$ cat config.mk
export PLATFORM = sky130hd
export DESIGN_NAME = dcache_ctrl
export DESIGN_NICKNAME = d
export VERILOG_FILES = /design/src/rtl/dcache_ctrl.sv
export SDC_FILE = /design/constraint.sdc
export NUM_CORES = 2
export LEC_CHECK = 0
export BUFFER_PORTS_ARGS = -buffer_cell sky130_fd_sc_hd__buf_2
export CAP_MARGIN = 25
export CORE_MARGIN = 2
export CORE_UTILIZATION = 51
export DETAILED_ROUTE_END_ITERATION = 8
export GPL_ROUTABILITY_DRIVEN = 0
export HOLD_SLACK_MARGIN = 0.15
export PLACE_DENSITY = 0.69
export RECOVER_POWER = 25
export SLEW_MARGIN = 10
export SYNTH_ARGS = -nofsm -noshare
export SYNTH_HDL_FRONTEND = slang
export SYNTH_SLANG_ARGS = --single-unit
$ cat constraint.sdc
create_clock -name CLK -period 11.7 [get_ports CLK]
set_clock_uncertainty 0.05 [all_clocks]
set_input_delay 1.17 -clock CLK [delete_from_list [all_inputs] [get_ports CLK]]
set_output_delay 1.17 -clock CLK [all_outputs]
set_load 0.005 [all_outputs]
$ cat src/rtl/dcache_ctrl.sv
// Direct-mapped write-back, write-allocate data cache for the MEM stage.
// Hits complete in-cycle; misses stall via cache_ready while the line is swapped.
module dcache_ctrl #(
  parameter int LINES          = 16,
  parameter int WORDS_PER_LINE = 4
) (
  input  logic        CLK,
  input  logic        Reset,
  input  logic        MemtoRegM,
  input  logic        MemWriteM,
  input  logic [31:0] ALUResultM,
  input  logic [31:0] WriteDataM,
  output logic [31:0] ReadDataM,
  output logic        cache_ready,
  output logic        mem_rd,
  output logic        mem_wr,
  output logic [31:0] mem_addr,
  output logic [31:0] mem_wdata,
  input  logic [31:0] mem_rdata,
  input  logic        mem_ack
);

  localparam int OW = $clog2(WORDS_PER_LINE);
  localparam int IW = $clog2(LINES);
  localparam int TW = 30 - OW - IW;

  typedef enum logic [1:0] {
    S_IDLE,
    S_WBACK,
    S_REFILL,
    S_SERVE
  } state_t;

  state_t          r_state;
  logic [OW-1:0]   r_cnt;
  logic [LINES-1:0] r_valid;
  logic [LINES-1:0] r_dirty;
  logic [TW-1:0]   r_tag  [LINES];
  logic [31:0]     r_data [LINES][WORDS_PER_LINE];

  logic [OW-1:0] w_off;
  logic [IW-1:0] w_idx;
  logic [TW-1:0] w_tag;
  logic [TW-1:0] w_vtag;
  logic          w_req;
  logic          w_st;
  logic          w_hit;
  logic          w_idle;
  logic          w_wback;
  logic          w_refill;
  logic          w_serve;
  logic          w_acc;
  logic          w_wr_word;
  logic          w_last;
  logic          w_victim_dirty;
  logic          w_unused;

  assign w_off  = ALUResultM[2 +: OW];
  assign w_idx  = ALUResultM[2+OW +: IW];
  assign w_tag  = ALUResultM[31 -: TW];
  assign w_vtag = r_tag[w_idx];

  assign w_unused = &{1'b0, ALUResultM[1:0]};

  // Load wins when both strobes are set; the store is dropped.
  assign w_req = MemtoRegM | MemWriteM;
  assign w_st  = MemWriteM & ~MemtoRegM;

  assign w_hit          = r_valid[w_idx] && (w_vtag == w_tag);
  assign w_victim_dirty = r_valid[w_idx] & r_dirty[w_idx];

  assign w_idle   = (r_state == S_IDLE);
  assign w_wback  = (r_state == S_WBACK);
  assign w_refill = (r_state == S_REFILL);
  assign w_serve  = (r_state == S_SERVE);

  assign w_acc     = w_req & ((w_idle & w_hit) | w_serve);
  assign w_wr_word = w_acc & w_st;
  assign w_last    = (r_cnt == OW'(WORDS_PER_LINE - 1));

  assign cache_ready = (w_idle & ~(w_req & ~w_hit)) | w_serve;
  assign ReadDataM   = (w_acc & MemtoRegM) ? r_data[w_idx][w_off] : '0;

  assign mem_rd = w_refill;
  assign mem_wr = w_wback;

  always_comb begin
    mem_addr  = '0;
    mem_wdata = '0;
    unique case (1'b1)
      w_wback: begin
        mem_addr  = {w_vtag, w_idx, r_cnt, 2'b00};
        mem_wdata = r_data[w_idx][r_cnt];
      end
      w_refill: begin
        mem_addr  = {w_tag, w_idx, r_cnt, 2'b00};
      end
      default: ;
    endcase
  end

  always_ff @(posedge CLK) begin
    if (Reset) begin
      r_state <= S_IDLE;
      r_cnt   <= '0;
      r_valid <= '0;
      r_dirty <= '0;
    end else begin
      unique case (r_state)
        S_IDLE: begin
          if (w_req && !w_hit) begin
            r_cnt   <= '0;
            r_state <= w_victim_dirty ? S_WBACK : S_REFILL;
          end else if (w_wr_word) begin
            r_dirty[w_idx] <= 1'b1;
          end
        end
        S_WBACK: begin
          if (mem_ack) begin
            r_cnt <= r_cnt + 1'b1;
            if (w_last) begin
              r_cnt   <= '0;
              r_state <= S_REFILL;
            end
          end
        end
        S_REFILL: begin
          if (mem_ack) begin
            r_cnt <= r_cnt + 1'b1;
            if (w_last) begin
              r_cnt          <= '0;
              r_valid[w_idx] <= 1'b1;
              r_dirty[w_idx] <= 1'b0;
              r_tag[w_idx]   <= w_tag;
              r_state        <= S_SERVE;
            end
          end
        end
        S_SERVE: begin
          if (w_wr_word) begin
            r_dirty[w_idx] <= 1'b1;
          end
          r_state <= S_IDLE;
        end
        default: r_state <= S_IDLE;
      endcase
    end
  end

  // Data array carries no reset; validity is tracked by r_valid alone.
  always_ff @(posedge CLK) begin
    if (!Reset) begin
      if (w_refill && mem_ack) begin
        r_data[w_idx][r_cnt] <= mem_rdata;
      end else if (w_wr_word) begin
        r_data[w_idx][w_off] <= WriteDataM;
      end
    end
  end

endmodule
======== Yosys cells after proc, flatten, opt, wreduce, memory -nomap -nowiden ========
Memories as Yosys holds them, arrays and structs flattened.
Index checks and enable logic that the tools add are counted.
operators by class
  add/sub/neg operators ................... 1
  $mul .................................... 0
  div/mod/pow operators ................... 0
  $lt $le $gt $ge ......................... 6
  eq/ne operators ......................... 12
  shift operators ......................... 0
  mux-type cells .......................... 175
  bitwise operators ....................... 148
  reduce and logical (&&, ||, !) cells .... 15
operators by type and width
  cell                                                                  count
  128-bit two-way mux                                                   2
  32-bit two-way mux                                                    8
  1-bit two-way mux                                                     141
  1-bit bitwise OR                                                      131
  32-bit binary-select mux with 2-bit select                            2
  32-bit demux with 2-bit select                                        2
  16-bit two-way mux                                                    4
  32-bit case mux with 2 select lines                                   1
  16-bit case mux with 3 select lines                                   1
  16-bit bitwise OR                                                     2
  24-bit == test                                                        1
  2-bit two-way mux                                                     9
  16-bit AND                                                            1
  16-bit inverter                                                       1
  2-bit by 1-bit != test with 1-bit output, second input constant       5
  1-bit AND                                                             8
  1-bit binary-select mux with 4-bit select                             2
  2-bit case mux with 4 select lines                                    1
  2-bit == test, second input constant                                  3
  3-bit greater-or-equal comparator, second input constant              2
  1-bit logical AND                                                     6
  3-bit by 1-bit < comparator with 1-bit output, second input constant  2
  2-bit inverter with 3-bit output                                      2
  3-bit AND reduction                                                   2
  other kinds (15)                                                      18
storage, ports and cells
  flip-flop bits (word level) ............. 36
  bits in latches ......................... 0
  RAM bits ................................ 2432
  memory bits (read-only) ................. 0
  input bits .............................. 101
  output and inout port bits .............. 99
  logic and storage cells ................. 363
  memories kept ........................... 2
memories
  memory  depth  bits a word  rd ports  clocked after memory_dff  write ports  RTL line  RTL
  r_data  16     128          1         0                         1            39        logic [31:0] r_data [LINES][WORDS_PER_LINE];
  r_tag   16     24           1         0                         1            38        logic [TW-1:0] r_tag [LINES];

======== Logic depth before layout (Yosys ltp) ========
  depth after elaboration ................. 12
  mapped depth ............................ 16
  gate-level depth less buffers ........... 9

======== Worst setup path before layout ========
OpenSTA, ideal clock, no wires.
  path kind ............................... input to register
  start point ............................. input ALUResultM[5]
  end point ............................... memory r_data[4][100] in the netlist's numbering (enable)
  library setup time ...................... 0.421 ns
  data arrival time ....................... 5.367 ns
  data required time ...................... 11.229 ns
  slack ................................... 5.862 ns
  stages .................................. 13
  buffers on the path ..................... 4
  cells stage by stage .................... buf_2 > buf_2 > clkbuf_1 > mux4_2 > xnor2_1 > a21boi_1 > a2111oi_1 > o2111ai_1 > nor2_2 > a41oi_4 > o31a_1 > buf_2 > nor2_1
on the way
  word-level cells in the longest chain between the ends .. 12
  elaborated cells between the ends (all ways) .. 14
RTL lines
  what                                                                                    RTL line  RTL
  start, declared                                                                         11        input logic [31:0] ALUResultM,
  memory 16 x 24 bit / 1-bit binary-select mux with 4-bit select (equally long branches)  -
  24-bit == test / 1-bit two-way mux (equally long branches)                              69        assign w_hit = r_valid[w_idx] && (w_vtag == w_tag);
  1-bit logical AND                                                                       69
  1-bit AND                                                                               77        assign w_acc = w_req & ((w_idle & w_hit) | w_serve);
  1-bit bitwise OR                                                                        77
  1-bit AND                                                                               77
  1-bit AND                                                                               78        assign w_wr_word = w_acc & w_st;
  1-bit two-way mux                                                                       155       end else if (w_wr_word) begin
  1-bit two-way mux                                                                       153       if (w_refill && mem_ack) begin
  1-bit two-way mux                                                                       152       if (!Reset) begin
  128-bit two-way mux (implied by the code)                                               156       r_data[w_idx][w_off] <= WriteDataM;
  1-bit bitwise OR (no line)                                                              -
  end, declared                                                                           39
Parallel ways exist; a longest one is shown, timed or not. The select of a mux whose other input is x is not followed.

======== Worst setup path in the final report ========
  start point ............................. input ALUResultM[6]
  end point ............................... memory r_data[11][60] in the netlist's numbering (data pin)
on the way
  word-level cells in the longest chain between the ends .. 12
  elaborated cells between the ends (all ways) .. 14
RTL lines
  what                                                                                    RTL line
  memory 16 x 24 bit / 1-bit binary-select mux with 4-bit select (equally long branches)  -
  24-bit == test / 1-bit two-way mux (equally long branches)                              69
  1-bit logical AND (*)                                                                   69
  1-bit AND (*)                                                                           77
  1-bit bitwise OR (*)                                                                    77
  1-bit AND (*)                                                                           77
  1-bit AND (*)                                                                           78
  1-bit two-way mux (*)                                                                   155
  1-bit two-way mux (*)                                                                   153
  1-bit two-way mux (*)                                                                   152
  128-bit two-way mux (implied by the code) (*)                                           156
  1-bit two-way mux (no line) (*)                                                         -
Mark *: on every way between the ends. The rest lies on a longest branch, timed or not. The select of a mux whose other input is x is not followed.

==> impl_metrics.py <==
metrics = {
    "cts": {
        "clock_latency_ns": 0.88,
        "clock-sinks": 2468,
        "clockBufferDepth": 3,
        "cts_tree": "built",
        "holdBufCountCts": 0,
        "cts_root_buffer": "clkbuf_16",
        "path_clk_slew_ns": 0.06,
        "ctsResizeCount": 0,
        "postCtsSetupBuffers": 0,
        "h-tree-depth": 4,
        "cts_buffers": 236,
    },
    "routing": {
        "drc_errors": 0,
        "drt_iter0_drc": 6890,
        "viasPerCell": 6.581,
        "postRouteAntennaNets": 0,
        "firstDrtPassIters": 6,
        "vias": 48680,
        "totalWireLength_um": 253500,
        "routedWlPerCell_um": 34.28,
    },
    "pwr": {
        "peakVddDrop_uv": 161.4,
        "leakagePower_nw": 34.91,
        "pwr_density_cell_mw_per_mm2": 170.2,
    },
    "cells_and_area": {
        "nFillCells": 13700,
        "layout_common_cells": "2,432 x edfxtp_1, 808 x mux4_2, 238 x clkbuf_16",
        "synthToLayoutAreaGrowth_pct": 12.23,
        "post-route-util_pct": 57.66,
        "nets": 4758,
        "drive_gt1_share_pct": 31.21,
        "layout_commonest_cell": "edfxtp_1",
    },
    "setup_path": {
        "cp_max_fo": 52,
        "critPathCaptureType": "register",
        "cp_data_arrival_time_ns": 9.86,
        "start_kind": "input pin",
        "path_class": "input pin to register",
        "cp.required_ns": 12.20,
    },
    "outcome": {
        "outcome": "complete, but fails checks",
        "violations": "capacitance limit, slew limit",
    },
    "synthesis": {
        "synth_area_per_cell_um2": 22.79,
        "synthCells": 4341,
        "synth_cell_types": 83,
        "async_reset_ff_share_pct": 0,
        "synth_edf_count": 2432,
        "synth_top_family_by_area": "multiplexers",
        "synth-xor-area-share_pct": 0.1593,
        "seq_area_frac_synth_pct": 74.54,
        "synthSimpleGateAreaFrac_pct": 1.638,
        "synth.ff_latch_count": 2468,
        "yosys_warnings": 0,
        "synth_compound_area_share_pct": 1.580,
        "netlist_area_mm2": 0.09894,
        "muxShareOfSynthArea_pct": 20.65,
        "synth_fa_ha_area_share_pct": 0.1138,
        "yosys_most_used_dff": "edfxtp_1",
    },
    "die": {
        "rows": 161,
        "io_pins": 200,
        "fp.dieW_um": 444.5,
        "die_h_um": 444.5,
        "dieArea_mm2": 0.1975,
        "start_util_pct": 51.38,
        "core-area_mm2": 0.1926,
    },
    "sta": {
        "slew_headroom_pct": -115.7,
        "setup_ws_ns": 2.338,
        "fmax_mhz": 106.8,
        "hold_violations": 0,
        "fin_crit_ns": 9.362,
        "final.setup.tns_ns": 0,
        "setup_violations": 0,
        "drv_slew": 509,
        "fin_crit_sh_pct": 80.02,
        "worstMarginPinSlew_ns": 3.236,
        "rsz0062_at_grt": "false",
    },
    "global_routing": {
        "grtUsageMet2_pct": 40.01,
        "top_usage_layer": "met2",
        "grt_max_degree": 123,
        "grt_overflow": 0,
        "grt_pass1_wl_um": 356000,
        "grt_use_met1_pct": 36.54,
        "grt_pass1_vias": 48390,
        "use_met3_pct": 5.010,
        "grt_usage_pct": 25.64,
        "antenna_found_initial": 31,
    },
    "run": {
        "maxCapViolCount": 23,
    },
    "placement": {
        "place_hpwl_um": 144700,
        "place_ws_ns": 4.264,
        "portBuffers": 195,
    },
    "min_path": {
        "holdCritPathClass": "register to register",
    },
}
routing by layer:
layer	vias to the layer above	wire length, µm
li1	19190	-
met1	26300	98030
met2	2770	121900
met3	421	24610
met4	0	8974
met5	-	0
stage by stage:
stage / power [mW] / instance area (µm²) / hold slack (ns) / cells
3_5_place_dp: 11.43 / 103700 / 0.3835 / 6935
2_1_floorplan: 10.83 / 98940 / 0.3711 / 4342
4_1_cts: 19.00 / 111500 / 0.3986 / 7370
6_report: 18.90 / 111000 / 0.4020 / 7396
5_1_grt: 19.40 / 111000 / 0.4208 / 7388
3_3_place_gp: 11.40 / 103400 / 0.3770 / 6925
registers in the layout (all words and copies together) (netlist names), named ones only:
name	cells
r_state	2
r_data	2048
r_cnt	2
r_tag	384
r_valid	16
synth_stat cells, types with 19 or more instances:
cell | number | area [µm²]
a22oi_1 | 19 | 142.6
and2_1 | 41 | 256.5
buf_1 | 53 | 198.9
buf_2 | 20 | 100.1
clkbuf_1 | 147 | 551.8
dfxtp_1 | 36 | 720.7
edfxtp_1 | 2432 | 73030
inv_1 | 39 | 146.4
mux2_1 | 91 | 1025
mux2_2 | 40 | 450.4
mux2i_1 | 67 | 670.6
mux4_2 | 808 | 18200
nand2_1 | 81 | 304.0
nand3_1 | 20 | 100.1
nor2_1 | 81 | 304.0
nor2b_1 | 49 | 306.5
o21a_1 | 22 | 165.2
o21ai_0 | 60 | 300.3
final timing paths:
path,slack (ns),to,cells past startpoint,startpoint
worst min-delay path,0.40,r_valid[2],1,r_valid[2]
worst max register to register,4.80,r_data[11][60],10,r_tag[4][10]
worst max-delay path,2.34,r_data[11][60],12,ALUResultM[6]
worst min register to register,0.40,r_valid[2],1,r_valid[2]
worst max-delay path, stage by stage:
cell and delay [ns]:
buf_4 0.39, clkbuf_1 2.13, mux2i_1 0.25, a22oi_1 0.49, a211oi_1 0.19, a2111oi_0 0.43
o2111ai_1 0.39, nor2_1 0.33, a41oi_1 0.59, nor3_4 0.33, clkbuf_1 2.29, mux2_1 0.75
cell type report:
class / instances / area [µm²] / area share [%]
clock buffers: 286 / 6136 / 5.526
diodes: 25 / 62.56 / 0.05634
clock inverters: 149 / 1668 / 1.502
well taps: 2526 / 3161 / 2.846
inverters: 43 / 168.9 / 0.1521
flip-flops and latches: 2468 / 73750 / 66.42
repair buffers: 319 / 1877 / 1.690
multi-input cells: 1580 / 24210 / 21.81
where the power goes:
group          switching [mW]  internal, mW  leakage [nW]  total (mW)
clock                    3.29          4.38          3.82        7.67
combinational           0.904         0.574          8.95        1.48
sequential             0.0177          9.74          22.1        9.76
kinds of logic (layout without fill, tap and decap cells):
family / after synthesis / after routing
xor+xnor: 18 / 18
mux: 1012 / 1012
buf+inv: 294 / 797
fa+ha+maj: 9 / 9
flops: 2468 / 2468
simple gates: 321 / 321
other cells: 1 / 27
compound gates: 218 / 218
Note: power is estimated with default switching activity, not from simulation.
